### src/rtl/ao_eval_arbiter.sv
// Round-robin arbiter sharing one combinational AND-OR unit among NUM_REQ requesters.
// Optional AO_EVAL_CHECK_EN builds a reference model that flags unit output mismatches on err.
//
//   state  | meaning
//   IDLE   | scanning req_valid, accepting at most one request per cycle
//   SETTLE | unit inputs held; counter runs down to the capture edge
module ao_eval_arbiter #(
    parameter int NUM_REQ       = 4,
    parameter int SETTLE_CYCLES = 2,
    parameter int CNT_W         = 4
) (
    input  logic               clk,
    input  logic               rst,
    input  logic [NUM_REQ-1:0] req_valid,
    input  logic [NUM_REQ-1:0] req_a,
    input  logic [NUM_REQ-1:0] req_b,
    input  logic [NUM_REQ-1:0] req_c,
    output logic [NUM_REQ-1:0] req_ready,
    output logic [NUM_REQ-1:0] rsp_valid,
    output logic               rsp_out,
    output logic               unit_a,
    output logic               unit_b,
    output logic               unit_c,
    input  logic               unit_out,
    output logic               busy,
    output logic               err
);
    localparam int GW = $clog2(NUM_REQ);

    typedef enum logic {IDLE, SETTLE} state_t;

    state_t             state, state_nxt;
    logic [GW-1:0]      last_grant, cur_grant, grant_idx, scan_idx;
    logic               grant_found;
    logic [CNT_W-1:0]   cnt;
    logic               accept, capture;
    int                 idx;

    always_ff @(posedge clk or posedge rst) begin
        if (rst) state <= IDLE;
        else     state <= state_nxt;
    end

    // Priority starts just above the last winner and wraps, so a served
    // requester that keeps asserting req_valid falls to the back of the line.
    always_comb begin
        state_nxt   = state;
        grant_found = 1'b0;
        grant_idx   = '0;
        scan_idx    = '0;
        idx         = 0;
        req_ready   = '0;
        accept      = 1'b0;
        capture     = 1'b0;
        busy        = 1'b0;
        for (int k = 1; k <= NUM_REQ; k++) begin
            idx      = (int'(last_grant) + k) % NUM_REQ;
            scan_idx = GW'(idx);
            if (!grant_found && req_valid[scan_idx]) begin
                grant_found = 1'b1;
                grant_idx   = scan_idx;
            end
        end
        case (state)
            IDLE: begin
                if (grant_found) begin
                    req_ready = NUM_REQ'(1) << grant_idx;
                    accept    = 1'b1;
                    state_nxt = SETTLE;
                end
            end
            SETTLE: begin
                busy = 1'b1;
                if (cnt == '0) begin
                    capture   = 1'b1;
                    state_nxt = IDLE;
                end
            end
            default: state_nxt = IDLE;
        endcase
    end

    always_ff @(posedge clk or posedge rst) begin
        if (rst) begin
            unit_a     <= 1'b0;
            unit_b     <= 1'b0;
            unit_c     <= 1'b0;
            rsp_valid  <= '0;
            rsp_out    <= 1'b0;
            cnt        <= '0;
            cur_grant  <= '0;
            last_grant <= GW'(NUM_REQ - 1);
        end else begin
            rsp_valid <= '0;
            if (accept) begin
                unit_a     <= req_a[grant_idx];
                unit_b     <= req_b[grant_idx];
                unit_c     <= req_c[grant_idx];
                cur_grant  <= grant_idx;
                last_grant <= grant_idx;
                cnt        <= CNT_W'(SETTLE_CYCLES - 1);
            end else if (capture) begin
                rsp_out   <= unit_out;
                rsp_valid <= NUM_REQ'(1) << cur_grant;
            end else if (state == SETTLE) begin
                cnt <= cnt - 1'b1;
            end
        end
    end

`ifdef AO_EVAL_CHECK_EN
    logic       err_q;
    logic [7:0] mismatch_cnt;
    logic       model_out;

    assign model_out = (unit_a & unit_b) | unit_c;

    always_ff @(posedge clk or posedge rst) begin
        if (rst) begin
            err_q        <= 1'b0;
            mismatch_cnt <= '0;
        end else if (capture && (model_out != unit_out)) begin
            err_q <= 1'b1;
            if (mismatch_cnt != 8'hff) mismatch_cnt <= mismatch_cnt + 8'd1;
        end
    end

    assign err = err_q;
`else
    assign err = 1'b0;
`endif

endmodule

### config.mk
export PLATFORM = sky130hd
export DESIGN_NAME = ao_eval_arbiter
export DESIGN_NICKNAME = d
export VERILOG_FILES = /design/src/rtl/ao_eval_arbiter.sv
export SDC_FILE = /design/constraint.sdc
export NUM_CORES = 1
export LEC_CHECK = 0
export ABC_AREA = 1
export ABC_CLOCK_PERIOD_IN_PS = 2850
export BUFFER_PORTS_ARGS = -buffer_cell sky130_fd_sc_hd__buf_2
export CORE_UTILIZATION = 34
export DETAILED_ROUTE_END_ITERATION = 10
export GPL_ROUTABILITY_DRIVEN = 0
export SETUP_SLACK_MARGIN = 0.4
export SLEW_MARGIN = 20
export SYNTH_ARGS = -nofsm -noshare
export SYNTH_HDL_FRONTEND = slang
export SYNTH_SLANG_ARGS = --single-unit
### constraint.sdc
create_clock -name clk -period 2.85 [get_ports clk]
set_input_delay 0.285 -clock clk [delete_from_list [all_inputs] [get_ports clk]]
set_output_delay 0.285 -clock clk [all_outputs]
set_load 0.01 [all_outputs]
== After elaboration in Yosys (flattened, before gate mapping) ==
Index checks and enable logic that the tools add are counted.

* Bits in registers: 17
* Latch bits: 0
* RAM bits: 0
* Memory bits (read-only): 0
* Input bits: 19
* Memories kept: 0

* $add $sub $neg: 5
* Multipliers: 0
* Divide/modulo/power cells: 0
* $lt $le $gt $ge: 5
* Eq/ne operators: 1
* Shifts and indexed selects: 2
* Mux-type cells: 36
* Bitwise gates (word level): 2
* Reduce and logical (&&, ||, !) cells: 10

{| class="wikitable"
|+ Operator list
! operator !! number
|-
| $mux 4 || 7
|-
| $mux 1 || 17
|-
| $lt 2x3->1 const B || 5
|-
| $bmux 1 s2 || 7
|-
| $mux 2 || 4
|-
| $shl 1x2->4 const A || 2
|-
| $add 2x1->2 const B || 2
|-
| $add 2x2->2 const B || 2
|-
| $logic_not 4->1 || 1
|-
| $reduce_and 2->1 || 2
|-
| $sub 4x1->4 const B || 1
|-
| $logic_and 1x1->1 || 3
|-
| $logic_not 1->1 || 3
|-
| $ne 2x2->1 const B || 1
|-
| $not 1->1 || 2
|-
| $pmux 1 s2 || 1
|-
| $reduce_bool 2->1 || 1
|}

== Logic depth before layout (Yosys ltp) ==
Gate-level depths: netlist of the first run.

* Depth after elaboration: 17
* Depth in mapped cells: 16
* Mapped depth without buffers: 15

== Worst setup path before layout of the first run ==
OpenSTA, ideal clock, no wires.

* Path type: register -> output
* Start point: reg last_grant[1]
* End point: out req_ready[1]
* Arrival time: 1633 ps
* Required time: 2565 ps
* Setup slack: 932 ps
* Stages on the path, launching flop included: 14
* Path buffers: 1
* Cell sequence: dfstp_2 -> buf_6 -> inv_1 -> nand2_1 -> nand2_2 -> nand2_2 -> nand2_4 -> nor2_4 -> nand3_2 -> nand2_4 -> nand2_4 -> inv_1 -> nand2_1 -> nor2_1

* Longest elaborated chain between the ends: 16

{| class="wikitable"
|+ RTL lines
! item !! RTL line !! source
|-
| from (decl) || 33 || <nowiki>logic [GW-1:0] last_grant, cur_grant, grant_idx, scan_idx;</nowiki>
|-
| from (signal assigned) || 92 || <nowiki>last_grant <= GW'(NUM_REQ - 1);</nowiki>
|-
| from (signal assigned) || 100 || <nowiki>last_grant <= grant_idx;</nowiki>
|-
| $add 2x1->2 || 57 || <nowiki>idx = (int'(last_grant) + k) % NUM_REQ;</nowiki>
|-
| $bmux 1 s2 || 59 || <nowiki>if (!grant_found && req_valid[scan_idx]) begin</nowiki>
|-
| $mux 1 (not written as such) || 59 ||
|-
| $mux 1 || 59 ||
|-
| $logic_not 1->1 || 59 ||
|-
| $logic_and 1x1->1 || 59 ||
|-
| $mux 1 || 59 ||
|-
| $logic_not 1->1 || 59 ||
|-
| $logic_and 1x1->1 || 59 ||
|-
| $mux 1 || 59 ||
|-
| $logic_not 1->1 || 59 ||
|-
| $logic_and 1x1->1 || 59 ||
|-
| $mux 2 || 59 ||
|-
| $shl 1x2->4 || 67 || <nowiki>req_ready = NUM_REQ'(1) << grant_idx;</nowiki>
|-
| $mux 4 * || 66 || <nowiki>if (grant_found) begin</nowiki>
|-
| $mux 4 * || 64 || <nowiki>case (state)</nowiki>
|-
| to (decl) || 18 || <nowiki>output logic [NUM_REQ-1:0] req_ready,</nowiki>
|}

Every way passes the cells marked *; elsewhere a longest branch is shown, timed or not. The select of a mux whose other input is x is not followed.

== Worst setup path after layout of the first run ==
* Start point: reg last_grant[0]
* End point: out req_ready[1]

Same word-level chain as after synthesis.

==> out/metrics.csv, run 1 <==
metric,value,unit
outcome,"finished, final reports clean",
tightest_slew,0.614,ns
drc,0,
fmax,417,MHz
floorplan.initialDensity,35.8,%
synthTopCellsByArea,"dfrtp_1, nand2_1, inv_1, dfstp_2, nand2_2",
drtAntennaViolNets,0,
first_pass_iters,4,
cts_tree,built,
place_hpwl,1.75,mm
area_growth,40.0,%
clock_latency,0.29,ns
setup-violations-final,0,
fin_crit_sh,84.2,%
p_per_area,1350,mW/mm^2
cap_violations,0,
synthCells,154,
fin_crit,2.40,ns
synth_edf_count,0,
cts_made_buffers,3,
hold_viol_final,0,
synth_xor_area_share,0.808,%
grt_usage,14.9,%
post_drt_wl_per_cell,10.1,um
die_w,58.5,um
irDropWorstVdd,0.000577,V
grt_max_degree,18,
critical_path_class,register to primary output,
nFillCells,285,
relSlewSlack,59.0,%
r2r_slack,0.84,ns
route.vias.total,1106,
layout-drive-gt1-share,42.6,%
async_reset_ff_share,100,%
synth-main-ff-cell,dfrtp_1,
n_antenna_cell,0,
instances_no_fill,248,
clock_path_buffers,2,
grt_pass1_wl,4.00,mm
core,0.00303,mm^2
hold_path.class,input port to asynchronous set/reset pin,
cp_max_fo,8,
synth_cell_type_count,25,
worstSetupEndpointType,primary output,
first_global_vias,1009,
pre_cts_ws,0.592,ns
setup_slack,0.450,ns
synth_top_family_by_area,simple AND/OR/NAND/NOR gates,
rows,20,
antenna_found_initial,0,
dp.cells,226,
via_per_inst,4.46,
cp.required,2.57,ns
placed_cell_area,0.00126,mm^2
yosysTopAreaCell,dfrtp_1,
clock-sinks,17,
synth_seq_cells,17,
drv_slew,0,
synth_most_common_cell,nand2_1,
startpoint_type,register,
htreeDepth,1,
yosysWarningCount,0,
power.leakage,0.850,nW
synth_fa_ha_area_share,1.15,%
syn_avg_cell_area,7.04,um^2
rsz0062_at_grt,true,
crit_arrival,2.11,ns
synth_mux_area_share,0,%
die_y,58.5,um
portBuffers,31,
yosys-top-cells-count,"nand2_1, inv_1, dfrtp_1, nand3_1, nand2_2",
tns,0,ns
die_area,0.00342,mm^2
syn_nets,174,
clk_pin_slew,0.10,ns
synth-compound-area-share,5.89,%
initialDrtViolationCount,38,
clock_skew,0.000956,ns
grt_overflow_total,0,
routed_wl,2.50,mm
synth_top_area_share,34.6,%
fin_nets,225,
boundaryPins,33,
post-route-util,50.1,%
ys_seq_area_share,39.5,%
synth-simple-area-share,43.0,%
clock-root-buffer,clkbuf_4,
stdcell_area,0.00152,mm^2
syn_area,0.00108,mm^2
==> layer usage <==
layer,wire [um],track usage (%),up-vias
li1,-,-,578
met1,1140,18.8,504
met2,1250,26.1,20
met3,86,2.42,4
met4,35,4.42,0
met5,0,0,-
==> area by class of cell <==
| class | count | area, um^2 | share of cell area [%] |
|---|---|---|---|
| inverter | 19 | 86.3 | 5.69 |
| timing repair buffer | 49 | 294 | 19.4 |
| clock buffer | 3 | 22.5 | 1.49 |
| clock inverter | 1 | 7.51 | 0.495 |
| sequential | 17 | 428 | 28.2 |
| tap | 44 | 55.1 | 3.63 |
| multi-input combinational | 115 | 623 | 41.1 |
==> placed cells by master (no fill, tap or decap), drive strengths merged <==
cell,synthesis,final
nand2,73,73
buf,3,49
inv,19,17
dfrtp,15,15
nand3,11,11
nor2,8,8
o21ai,7,7
nor3,5,5
clkbuf,0,3
a21oi,3,3
clkinv,0,2
nand4,2,2
dfstp,2,2
nand3b,1,1
nor4,1,1
xor2,1,1
o22ai,1,1
ha,1,1
conb,1,1
clkinvlp,0,1
==> cells by family after synthesis <==
group / after synthesis
other: 1
adders and majority gates: 1
DFF: 17
and+or+nand+nor: 101
AOI/OAI and AO/OA: 11
xor gates and xnor gates: 1
buffers and inverters: 22
==> power by group <==
| part | total, mW | internal, mW | switching, mW | leakage [nW] |
|---|---|---|---|---|
| Sequential | 0.409 | 0.350 | 0.0584 | 0.212 |
| Combinational | 1.50 | 0.613 | 0.890 | 0.625 |
| Clock | 0.134 | 0.0534 | 0.0802 | 0.0139 |
==> worst max-delay path, cell delays in order, from the launching register on <==
cell and delay [ns]:
dfstp_2 0.60, clkinv_4 0.11, nand2_2 0.07, nand2_1 0.09
nand2_2 0.09, nand2_2 0.07, nor2_4 0.15, nand3_2 0.10
nand2_4 0.11, nand2_8 0.07, inv_6 0.07, nand2_2 0.06
nor2_2 0.11, buf_2 0.13
==> state kept, by name, indices dropped and copies added, names as in the netlist, 2 cells and up <==
signal      flops
rsp_valid       4
last_grant      2
cnt             4
cur_grant       2
==> stage by stage <==
step           total power [mW]  hold WS (ns)
2_1_floorplan              1.28         0.210
3_3_place_gp               1.48         0.389
3_5_place_dp               1.49         0.392
5_1_grt                    2.25        0.0817
6_report                   2.05        0.0445
4_1_cts                    1.69        0.0596
==> path summary, 6_finish.rpt <==
kind                                                start  cells past startpoint                      to
worst min-delay path                                  rst                      2      cnt[3]$_DFFE_PP0P_
max in group asynchronous                             rst                      2  rsp_valid[2]$_DFF_PP0_
worst max register to register  last_grant[0]$_DFFE_PP1P_                     16      unit_b$_DFFE_PP0P_
worst max-delay path            last_grant[0]$_DFFE_PP1P_                     13            req_ready[1]
min in group clk                                 unit_out                      3     rsp_out$_DFFE_PP0P_
worst min register to register   cur_grant[0]$_DFFE_PP0P_                      1  rsp_valid[2]$_DFF_PP0_
==> what timing repair did <==
| item | 4_1_cts | 5_1_grt |
|---|---|---|
| hold buffers | 0 | 0 |
| setup buffers | 3 | 15 |
| endpoints found under the setup margin | 4 | 4 |
| resized for setup | 5 | 23 |
| pin swaps | 2 | 7 |
Note: power is estimated with default switching activity, not from simulation.
==> run 2: changes to the inputs <==
--- a/config.mk
+++ b/config.mk
@@ -5,8 +5,8 @@
 export SDC_FILE = /design/constraint.sdc
 export NUM_CORES = 1
 export LEC_CHECK = 0
-export ABC_AREA = 1
-export ABC_CLOCK_PERIOD_IN_PS = 2850
+export ABC_AREA = 0
+export ABC_CLOCK_PERIOD_IN_PS = 2000
 export BUFFER_PORTS_ARGS = -buffer_cell sky130_fd_sc_hd__buf_2
 export CORE_UTILIZATION = 34
 export DETAILED_ROUTE_END_ITERATION = 10
==> constraint.sdc (replaced) <==
create_clock -name clk -period 2 [get_ports clk]
set_input_delay 0.2 -clock clk [delete_from_list [all_inputs] [get_ports clk]]
set_output_delay 0.2 -clock clk [all_outputs]
set_load 0.01 [all_outputs]
==> out/metrics.csv, run 2 <==
metric,value,unit
r2r_start,last_grant[1]$_DFFE_PP1P_,
route.vias.total,851,
async_reset_ff_share,100,%
cts_tree,built,
die_w,54.3,um
synth_xor_area_share,1.89,%
layout_commonest_cell,buf_2,
post_drt_wl_per_cell,11.2,um
critPathSlowestCell,dfstp_2,
p_sw,0.719,mW
synthCells,98,
mostFrequentLayoutCells,"buf_2, dfrtp_1, nor2_1, buf_4, inv_1",
top_layer,met3,
grt_max_degree,18,
clk_pin_slew,0.09,ns
portBuffers,31,
synth_edf_count,0,
clock-sinks,17,
p_sw_share,39.5,%
syn_nets,118,
synth-simple-area-share,20.6,%
reg_top3,"cnt (4), rsp_valid (4)",
die_area,0.00294,mm^2
instances_no_fill,177,
clock-root-buffer,clkbuf_4,
outcome,"finished, final reports clean",
cp_max_fo,4,
drc,0,
synth_top_family_by_area,simple AND/OR/NAND/NOR gates,
synth-main-ff-cell,dfrtp_1,
yosysTopAreaCell,dfrtp_1,
wirelength_met1,885,um
fin_nets,168,
die_y,54.3,um
first_global_vias,741,
slowest_delay,0.56,ns
tns,0,ns
drv_slew,0,
path_buf_inv,3,
synth_mux_area_share,4.45,%
layout-drive-gt1-share,46.9,%
tightest_slew,0.627,ns
area_growth,41.1,%
routed_wl,1.99,mm
clock_latency,0.29,ns
place_hpwl,1.45,mm
rows,18,
setup-violations-final,0,
routed-wl-met2,1.01,mm
worstPathCellList,inv_2 > a21o_1 > and3_4 > buf_6 > nor3_4 > buf_2,
yosys-top-cells-count,"dfrtp_1, nor2_1, inv_1, a21oi_1, nand2_1",
grt_pass1_wl,3.22,mm
crit_arrival,1.66,ns
cp_top_family,flip-flops,
boundaryPins,33,
drtAntennaViolNets,0,
worstSetupEndpointType,primary output,
cp.required,1.80,ns
synth_top_area_share,40.4,%
cts_made_buffers,3,
fin_crit_sh,93.1,%
synth-compound-area-share,17.4,%
initialDrtViolationCount,3,
first_pass_iters,3,
floorplan.initialDensity,36.8,%
syn_avg_cell_area,9.47,um^2
htreeDepth,1,
regArea,428,um^2
synthTopCellsByArea,"dfrtp_1, dfstp_2, nor2_1, a211oi_2, mux2i_1",
synth_most_common_cell,dfrtp_1,
hold_path.class,input port to register,
clock_skew,0.00182,ns
grt_overflow_total,0,
cp-startpoint,last_grant[1]$_DFFE_PP1P_,
synth_fa_ha_area_share,1.35,%
core,0.00252,mm^2
intPower,1.10,mW
hold_viol_final,0,
ys_seq_area_share,46.1,%
p_seq_share,33.5,%
power_frac_comb,56.7,%
fmax,537,MHz
relSlewSlack,58.2,%
grt_usage,15.6,%
antenna_found_initial,0,
via_per_inst,4.81,
startpoint_type,register,
synth_seq_cells,17,
hold_start,unit_out,
post-route-util,51.9,%
n_antenna_cell,0,
p_per_area,1390,mW/mm^2
multi_input_area,475,um^2
dp.cells,159,
power_frac_clock,9.8,%
synth_cell_type_count,33,
yosysWarningCount,0,
power.leakage,0.655,nW
route.met3.wl,91,um
syn_area,928,um^2
cap_violations,0,
clock_path_buffers,2,
irDropWorstVdd,0.000734,V
critical_path_class,register to primary output,
rsz0062_at_grt,true,
nFillCells,237,
fin_crit,1.86,ns
==> run 2: area by class of cell <==
cell class              count  share of cell area, %
multi-input cells          69                   36.3
flip-flops and latches     17                   32.7
repair buffers             49                   23.8
well taps                  30                   2.87
inverters                   8                   2.29
clock buffers               3                   1.72
clock inverters             1                  0.382
==> run 2: cell families (layout without fill, tap and decap cells) <==
family          count (synthesis)  in the layout
simple gates                   39             39
compound gates                 22             22
flops                          17             17
buf+inv                        12             61
mux                             4              4
xor+xnor                        2              2
fa+ha+maj                       1              1
other cells                     1              1
==> run 2: repair_timing <==
action / in CTS / in global routing
gates resized for setup: 11 / 4
endpoints found under the setup margin: 7 / 9
hold buffers: 1 / 0
pin swaps: 8 / 5
hold endpoints to repair: 15 / 0
setup buffers: 10 / 3
==> run 2: path summary, 6_finish.rpt <==
check                                         end  slack, ns  cells after the start
setup / recovery                     req_ready[1]       0.14                      6
hold / removal                rsp_out$_DFFE_PP0P_       0.14                      2
setup reg to reg               unit_a$_DFFE_PP0P_       0.17                      9
hold reg to reg            rsp_valid[2]$_DFF_PP0_       0.49                      1
max in group asynchronous      cnt[0]$_DFFE_PP0P_       1.08                      3
min in group asynchronous  rsp_valid[2]$_DFF_PP0_       0.52                      3
==> run 2: power groups by stage <==
stage / Combinational [mW] / Clock (mW) / Sequential, mW
final: 1.03 / 0.178 / 0.609
after global routing: 1.14 / 0.212 / 0.634
after CTS: 0.970 / 0.190 / 0.605
after detailed placement: 0.773 / 0 / 0.609
after global placement: 0.757 / 0 / 0.604
after floorplan: 0.559 / 0 / 0.621
==> run 2: stage by stage <==
| step | worst slack, ns | area (um^2) | hold slack, ns | power [mW] |
|---|---|---|---|---|
| floorplan | 0.401 | 933 | 0.125 | 1.18 |
| global placement | 0.389 | 1110 | 0.306 | 1.36 |
| detailed placement | 0.349 | 1110 | 0.318 | 1.38 |
| CTS | 0.126 | 1270 | 0.125 | 1.77 |
| global route | 0.0353 | 1310 | 0.113 | 1.98 |
| finish | 0.138 | 1310 | 0.138 | 1.82 |
==> run 2: per-layer routing <==
layer  track usage, %  vias to the layer above
met5                0                        -
li1                 -                      433
met2             24.8                       18
met1             19.8                      400
met3             5.83                        0
met4             3.85                        0
==> run 2: worst register-to-register path, cell delays in order, from the launching register on <==
cell      delay, ns
dfstp_2        0.56
inv_2          0.05
a21o_1         0.16
and3_4         0.18
buf_6          0.12
buf_4          0.12
buf_6          0.10
buf_6          0.12
mux2i_1        0.11
a211oi_1       0.23
==> run 3: changes to the inputs <==
--- a/config.mk
+++ b/config.mk
@@ -5,7 +5,7 @@
 export SDC_FILE = /design/constraint.sdc
 export NUM_CORES = 1
 export LEC_CHECK = 0
-export ABC_AREA = 0
+export ABC_AREA = 1
 export ABC_CLOCK_PERIOD_IN_PS = 2000
 export BUFFER_PORTS_ARGS = -buffer_cell sky130_fd_sc_hd__buf_2
 export CORE_UTILIZATION = 34
==> out/metrics.csv, run 3 (synthesized netlist as in run 1, its figures left out) <==
metric,value,unit
fmax,448,MHz
drc,0,
hold_path.class,input port to register,
mostFrequentLayoutCells,"nand2_1, buf_2, nand2_2",
fin_crit_sh,112,%
cp_max_fo,8,
die_y,58.5,um
crit_arrival,2.03,ns
drv_slew,0,
holdWs,0.0983,ns
tns,-0.974,ns
outcome,finished with violations,
layout_commonest_cell,nand2_1,
hold_viol_final,0,
cp_top_family,simple AND/OR/NAND/NOR gates,
setup_slack,-0.234,ns
hold_end,rsp_out$_DFFE_PP0P_,
rows,20,
worstPathCellList,inv_4 > nand2_2 > nand2_2 > nand2_2 > nand2_4 > nor2_4 > nand3_2 > nand2_4 > nand2_8 > inv_8 > nand2_4 > nor2_4 > buf_6,
grt_use_met2,34.6,%
cts_made_buffers,3,
first_pass_iters,4,
post_drt_wl_per_cell,11.1,um
clock_path_buffers,2,
via_per_inst,4.71,
worstSetupEndpointType,primary output,
relSlewSlack,57.8,%
p_per_area,1990,mW/mm^2
die_w,58.5,um
met3_usage,2.64,%
drtAntennaViolNets,0,
min_path_cells,3,
r2r_slack,-0.03,ns
hold_start,unit_out,
n_antenna_cell,0,
cap_violations,0,
violations,negative setup slack,
floorplan.initialDensity,35.8,%
grt_busiest_layer,met2,
antenna_found_initial,0,
htreeDepth,1,
boundaryPins,33,
core,0.00303,mm^2
r2r_start,last_grant[0]$_DFFE_PP1P_,
setup-violations-final,9,
critical_path_class,register to primary output,
first_global_vias,1121,
fin_crit,2.23,ns
cp.required,1.80,ns
clock-sinks,17,
clock_latency,0.29,ns
grt_max_degree,18,
slowest_delay,0.62,ns
portBuffers,31,
cts_tree,built,
grt_usage,18.2,%
reg2reg_depth,14,
route.vias.total,1196,
startpoint_type,register,
clock-root-buffer,clkbuf_4,
clk_pin_slew,0.11,ns
power.leakage,0.914,nW
tightest_slew,0.632,ns
clock_skew,0.00720,ns
irDropWorstVdd,0.000950,V
grt_overflow_total,0,
initialDrtViolationCount,40,
reg_top3,"cnt (4), rsp_valid (4)",
area_growth,55.9,%
path_buf_inv,3,
critPathSlowestCell,dfstp_2,
rsz0062_at_grt,true,
r2r_end,cnt[0]$_DFFE_PP0P_,
die_area,0.00342,mm^2
routed_wl,2.81,mm
power,3.36,mW
grtUsageMet1,21.0,%
grt_pass1_wl,4.79,mm
fin_nets,231,
layout-drive-gt1-share,52.4,%
place_hpwl,1.89,mm
run 3: what timing repair did:
item                                   in CTS  in global routing
gates resized for setup                    43                  1
setup endpoints to repair                  16                 16
hold buffers                                1                  0
buffers inserted                           17                  1
pin swaps                                  23                  0
endpoints found under the hold margin      15                  0
run 3: per-stage QoR:
stage,setup WS (ns),util (%),area (um^2),instances
floorplan,0.219,-,1130,154
global placement,-0.0404,44.6,1350,231
detailed placement,-0.0925,44.6,1350,231
CTS,-0.217,55.4,1680,253
global route,-0.369,55.8,1690,254
finish,-0.234,55.8,1690,254
run 3: worst register-to-register path: stages (launching register included):
cell and delay, ns:
dfstp_2 0.62, inv_4 0.09, nand2_2 0.07, nand2_2 0.07, nand2_2 0.10, nand2_4 0.08
nor2_4 0.12, nand3b_1 0.14, nand2_4 0.13, buf_4 0.12, buf_6 0.08, buf_6 0.09
buf_6 0.09, nand2_4 0.05, o21ai_2 0.12
run 3: worst max path at each step:
stage | slack (ns) | cells after the start | end | startpoint
2_1_floorplan | 0.22 | 12 | req_ready[1] | last_grant[0]$_DFFE_PP1P_
3_3_place_gp | -0.04 | 10 | req_ready[2] | last_grant[0]$_DFFE_PP1P_
3_5_place_dp | -0.09 | 10 | req_ready[2] | last_grant[0]$_DFFE_PP1P_
4_1_cts | -0.22 | 13 | req_ready[3] | last_grant[0]$_DFFE_PP1P_
5_1_grt | -0.37 | 13 | req_ready[3] | last_grant[0]$_DFFE_PP1P_
6_report | -0.23 | 13 | req_ready[1] | last_grant[0]$_DFFE_PP1P_
run 3: layer usage:
metal	part of all wire, %	wire length, um
met5	0	0
met4	0.78	22
met1	39	1090
met2	56	1570
met3	4.6	128
run 3: cell type report:
cell class                 instances  area, um^2
tap                               44        55.1
sequential                        17         428
timing repair buffer              55         384
multi-input combinational        115         703
clock buffer                       3        22.5
clock inverter                     1        7.51
inverter                          19        88.8
fill                             294        1340
run 3: report_power, final:
part           switching [mW]  internal (mW)  total [mW]
combinational            1.47           1.11        2.58
clock                   0.111         0.0760       0.187
sequential             0.0984          0.500       0.598
total                    1.68           1.69        3.36
